[src/rtl/mips_core_pkg.sv]
// rtl/mips_core_pkg.sv - shared core types: branch outcome, branch prediction record, queue depth
package mips_core_pkg;

    localparam int ADDR_WIDTH     = 32;
    localparam int GHISTORY_WIDTH = 8;
    localparam int BIQ_DEPTH      = 8;

    typedef enum logic {
        NOT_TAKEN = 1'b0,
        TAKEN     = 1'b1
    } BranchOutcome;

    typedef struct packed {
        logic [ADDR_WIDTH-1:0]     pc;
        logic [GHISTORY_WIDTH-1:0] ghistory;
        BranchOutcome              prediction;
        BranchOutcome              prediction_gshare;
        BranchOutcome              prediction_2bit;
        logic [ADDR_WIDTH-1:0]     recovery_target;
    } branch_pred_storage;

    localparam int BPS_W = $bits(branch_pred_storage);

endpackage

[src/rtl/branch_info_queue.sv]
// rtl/branch_info_queue.sv - in-order FIFO of branch prediction records from decode to commit
module branch_info_queue
    import mips_core_pkg::*;
#(
    parameter int DEPTH = BIQ_DEPTH,
    localparam int PTR_W = $clog2(DEPTH)
) (
    input  logic                  clk,
    input  logic                  rst_n,
    input  logic                  i_push_valid,
    input  logic [BPS_W-1:0]      i_push_data,
    output logic                  o_full,
    input  logic                  i_pop,
    input  logic                  i_pop_outcome,
    input  logic                  i_flush,
    output logic                  o_fb_valid,
    output logic [BPS_W-1:0]      o_fb_data,
    output logic                  o_mispredict,
    output logic [ADDR_WIDTH-1:0] o_recovery_target,
    output logic [PTR_W:0]        o_count,
    output logic                  o_underflow
);

    localparam int CNT_W = PTR_W + 1;

    // Record storage is not reset; occupancy is tracked only by count.
    logic [BPS_W-1:0] mem [DEPTH];

    logic [PTR_W-1:0] head;
    logic [PTR_W-1:0] tail;
    logic [PTR_W:0]   count;
    logic             underflow;

    logic               empty;
    logic               full;
    logic               pop_ok;
    logic               push_ok;
    logic               mispredict;
    logic               clear;
    branch_pred_storage head_rec;

    // Occupancy flags and handshake qualification.
    always_comb begin
        empty      = (count == '0);
        full       = (count == CNT_W'(DEPTH));
        pop_ok     = i_pop & ~empty;
        // A full queue can still accept a record when the head leaves in the same cycle.
        push_ok    = i_push_valid & (~full | pop_ok);
        head_rec   = branch_pred_storage'(mem[head]);
        mispredict = pop_ok & (logic'(head_rec.prediction) != i_pop_outcome);
        // Either source of a clear discards every younger record, including a same-cycle push.
        clear      = i_flush | mispredict;
    end

    // Record write; wrong-path pushes during a clear are not stored.
    always_ff @(posedge clk) begin
        if (push_ok && !clear) begin
            mem[tail] <= i_push_data;
        end
    end

    // Pointer, occupancy and sticky underflow state.
    always_ff @(posedge clk) begin
        if (!rst_n) begin
            head      <= '0;
            tail      <= '0;
            count     <= '0;
            underflow <= 1'b0;
        end else begin
            if (i_pop && empty && !i_flush) begin
                underflow <= 1'b1;
            end
            if (clear) begin
                head  <= '0;
                tail  <= '0;
                count <= '0;
            end else begin
                if (push_ok) begin
                    tail <= tail + PTR_W'(1);
                end
                if (pop_ok) begin
                    head <= head + PTR_W'(1);
                end
                count <= count + CNT_W'(push_ok) - CNT_W'(pop_ok);
            end
        end
    end

    // Head outputs come straight from registered state; no push bypass.
    always_comb begin
        o_full            = full;
        o_fb_valid        = ~empty;
        o_fb_data         = mem[head];
        o_mispredict      = mispredict;
        o_recovery_target = head_rec.recovery_target;
        o_count           = count;
        o_underflow       = underflow;
    end

endmodule

[config.mk]
export PLATFORM = sky130hd
export DESIGN_NAME = branch_info_queue
export DESIGN_NICKNAME = d
export VERILOG_FILES = /design/src/rtl/mips_core_pkg.sv /design/src/rtl/branch_info_queue.sv
export SDC_FILE = /design/constraint.sdc
export NUM_CORES = 1
export LEC_CHECK = 0
export BUFFER_PORTS_ARGS = -buffer_cell sky130_fd_sc_hd__buf_2
export CORE_AREA = 10 10 209 211
export CTS_CLUSTER_SIZE = 16
export DETAILED_ROUTE_END_ITERATION = 12
export DIE_AREA = 0 0 219 221
export GPL_TIMING_DRIVEN = 1
export PLACE_DENSITY = 0.77
export SETUP_SLACK_MARGIN = 0.15
export SLEW_MARGIN = 5
export SYNTH_ARGS = -nofsm -noshare
export SYNTH_HDL_FRONTEND = slang
export SYNTH_SLANG_ARGS = --single-unit
[constraint.sdc]
create_clock -name clk -period 10.25 [get_ports clk]
set_clock_uncertainty 0.1 [all_clocks]
set_input_delay 0.5125 -clock clk [delete_from_list [all_inputs] [get_ports clk]]
set_output_delay 0.5125 -clock clk [all_outputs]
set_load 0.005 [all_outputs]
; Word-level counts from Yosys, hierarchy flattened
; Memory sizes are Yosys's and may differ from the RTL's. A register that Yosys moved wholly into a read port is not among the register bits.
; Index checks and enable logic that the tools add are counted.
[totals]
register_bits = 11
ramBits = 600
inputBits = 81
output_inout_bits = 115
memories = 1
[memory_table]
columns = name, depth, width, rd, rd_ports_with_merged_regs, wr, line
row1 = mem, 8, 75, 1, 1, 1, branch_info_queue.sv:27  ; logic [BPS_W-1:0] mem [DEPTH];
[classes]
addsub = 4
n_eq_ne = 2
mux = 4
n_bitwise = 8
n_reduce_logical = 7
[op_table]
columns = op, n
row1 = $add 3x1->3 const B, 2
row2 = $mux 3, 2
row3 = $add 4x1->4, 1
row4 = $eq 4x4->1 const B, 1
row5 = $logic_not 4->1, 1
row6 = $sub 4x1->4, 1
row7 = $and 1x1->1, 3
row8 = $logic_and 1x1->1, 3
row9 = $not 1->1, 3
row10 = $logic_not 1->1, 2
row11 = $mux 1, 2
row12 = $or 1x1->1, 2
row13 = $reduce_or 2->1, 1
row14 = $ne 1x1->1, 1

; Longest topological paths before layout
[logic_depth]
word_depth = 9
ltp_mapped = 12

; Worst setup path after synthesis
; Ideal clock, no wire load.
[synth_path]
path_type = reg2reg
startpoint = register with a tool-made name
endpoint = memory mem[0][0] (netlist bit), enable pin
setup_ns = 0.509
arrival_time_ns = 4.769
required_time_ns = 9.641
slack_ns = 4.872
stages_incl_launch_ff = 7
path_buffers = 2
cell_sequence = dfxtp_1 -> buf_6 -> mux2_2 -> mux4_2 -> mux2i_4 -> buf_6 -> nor2_1
[synth_lines]
columns = element, line
row1 = end: declaration, branch_info_queue.sv:27

==> results.sh <==
export IMPL_worst_setup_path_start_kind="flip-flop"
export IMPL_overflow=0
export IMPL_timing_critical_path_mode_cell="buf_4"
export IMPL_gp_congestion=0.727
export IMPL_cp_arrival_ps=5200
export IMPL_cts_sinks=614
export IMPL_io_pins=196
export IMPL_rsz0062_at_grt="false"
export IMPL_comb_power_share_pct=5.4
export IMPL_dpl_hpwl_um=25400
export IMPL_numCtsBuffers=57
export IMPL_grt_max_degree=59
export IMPL_clk_latency_ps=590
export IMPL_period_share_pct=49.6
export IMPL_yosysTopAreaCellShare_pct=76.7
export IMPL_hold_viol=0
export IMPL_cts_tree="yes"
export IMPL_fin_area_sq_um=26600
export IMPL_totalWireLength_um=45300
export IMPL_crit_slowest_cell="nor2_4"
export IMPL_die_h_um=221
export IMPL_crit_chain="buf_4 > mux2_2 > mux4_2 > mux2i_4 > nor2_4 > buf_4"
export IMPL_cts_root_buffer="clkbuf_16"
export IMPL_syn_nets=1082
export IMPL_crit_required_ps=10370
export IMPL_synth_seq_cells=614
export IMPL_cts_repair_resized=0
export IMPL_portBuffers=195
export IMPL_antenna_found_initial=13
export IMPL_cp_top_family="buffers and inverters"
export IMPL_fp_dieW_um=219
export IMPL_syn_area_sq_um=23500
export IMPL_initial_core_util_pct=59.5
export IMPL_clkPwrFrac_pct=39.4
export IMPL_min_path_type="in -> reg"
export IMPL_p_leak_nw=8.48
export IMPL_area_growth_syn_to_layout_pct=13.4
export IMPL_setup_viol=0
export IMPL_drv_slew=0
export IMPL_h_tree_depth=2
export IMPL_seqPwrFrac_pct=55.2
export IMPL_grt_pass1_vias=11222
export IMPL_clk_path_buf_depth=3
export IMPL_p_sw_share_pct=20.0
export IMPL_status="completed"
export IMPL_drtIter0Drc=878
export IMPL_first_pass_iters=5
export IMPL_wire_per_inst_um=25.7
export IMPL_syn_area_per_cell_sq_um=23.6
export IMPL_cp_max_fo=43
export IMPL_drv_cap=0
export IMPL_via_count=10445
export IMPL_place_area_sq_um=24800
export IMPL_via_per_inst=5.93
export IMPL_drc=0
export IMPL_drive_gt1_share_pct=43.0
export IMPL_ir_worst_vdd_mv=0.141
export IMPL_drtAntennaViolNets=0
export IMPL_setup_tns_final_ps=0
export IMPL_slowest_delay_ps=960
export IMPL_ys_seq_area_share_pct=77.9
export IMPL_hold_buffers=0
export IMPL_tightest_slew_ps=1120
export IMPL_worst_setup_path_type="reg -> reg"
export IMPL_netlist_top_cells_area="edfxtp_1, mux4_2, mux2_2"
export IMPL_row_count=73
export IMPL_cts_setup_buffers=0
export IMPL_coreArea_sq_um=39500
export IMPL_p_sw_mw=1.02
export IMPL_clkTransAtPathRegs_ps=60
export IMPL_ys_warn_count=0
export IMPL_grt_use_total_pct=19.0
export IMPL_syn_inst=993
export IMPL_synth_distinct_cells=31
export IMPL_path_buf_inv=2
export IMPL_grt_first_pass_wirelength_um=69800
export IMPL_p_per_area_nw_per_um2=191
export IMPL_die_area_sq_um=48400
export IMPL_relSlewSlack_pct=25.3
export IMPL_fmax_ghz=0.197
export IMPL_period_minus_slack_ps=5080
export IMPL_end_kind="flip-flop"
export IMPL_fin_nets=1273
export IMPL_synth_area_leader_cell="edfxtp_1"
export IMPL_internal_power_mw=4.06
==> cells by family (layout without fill, tap and decap cells) <==
group | count (synthesis) | in the layout | synth area share (%)
XOR/XNOR | 6 | 6 | 0.224
other | 0 | 7 | 0
buffers and inverters | 83 | 319 | 2.00
adder cells (fa/ha/maj) | 8 | 8 | 0.458
AO/OA/AOI/OAI | 5 | 5 | 0.139
flip-flops | 614 | 614 | 77.9
AND/OR/NAND/NOR | 47 | 47 | 1.04
multiplexers | 230 | 230 | 18.2
==> cell usage after synthesis <==
library cell    n
nor2_1         10
clkbuf_1       27
buf_4          32
or3b_2          1
a21o_1          1
mux4_2        149
edfxtp_1      600
mux2_2         78
or2_2           1
buf_1           3
dfxtp_1        14
buf_6           3
ha_1            7
nand3_1         8
nor3b_1         3
nand2_1         3
nand2b_1        2
mux2i_4         1
xnor2_1         3
xor2_1          3
a21oi_1         2
nor3_1         12
fa_1            1
a21boi_1        1
inv_1           5
nand3b_1        2
mux2i_1         2
nor2b_1         3
nand4_1         2
o21a_1          1
buf_2          13
==> metrics by stage <==
stage                     cells  setup slack [ps]  util [%]  total power, mW  hold slack [ps]
final                      1761              5170      67.5             5.08             58.2
after global routing       1758              4750      67.5             5.25             39.3
after CTS                  1754              4970      67.4             5.13             25.9
after detailed placement   1650              4960      63.0             3.14              380
after global placement     1650              5040      63.0             3.13              345
after floorplan             993              4870         -             3.03              364
==> power by group through the flow <==
stage | Sequential [mW] | Clock [mW] | Combinational (mW)
after floorplan | 2.85 | 0 | 0.172
after global placement | 2.86 | 0 | 0.271
after detailed placement | 2.86 | 0 | 0.277
after CTS | 2.81 | 2.04 | 0.279
after global routing | 2.81 | 2.14 | 0.301
final | 2.80 | 2.00 | 0.273
==> registers in the layout, summed over array words and instances, names as in the netlist, named ones only <==
name and cells:
mem 600, o_count 4, head 3, tail 3, o_underflow 1
==> final cells by class <==
cell class,count,area [sq um]
well taps,525,657
fillers,2445,12800
multi-input cells,296,4770
repair buffers,210,1090
clock buffers,70,1480
clock inverters,34,290
flip-flops and latches,614,18300
diodes,7,17.5
inverters,5,18.8
==> layout by cell type, fill, tap and decap left out, types with 5 or more instances in the layout <==
cell type  count
buf_2        195
buf_4         15
bufinv_16      5
clkbuf_1      13
clkbuf_16     57
clkinv_1      14
clkinv_2      11
dfxtp_1       11
diode_2        7
edfxtp_1     600
ha_1           7
inv_1          5
mux2_2        78
mux4_2       149
nand3_1        8
nor2_4         8
nor3_1        12
==> routing by layer <==
layer  wire length [um]  track usage (%)
met1              17900             25.3
met2              23100             30.7
met3               3200             4.35
met4                976             6.14
met5                 71                0
==> final timing paths <==
path               start     endpoint  slack [ps]  depth (start not counted)
max reg2reg    flip-flop   mem[5][35]        5170                          6
min reg2reg  o_underflow  o_underflow         380                          1
max            flip-flop   mem[5][35]        5170                          6
min                rst_n  o_underflow          60                          2
Note: power is estimated with default switching activity, not from simulation.
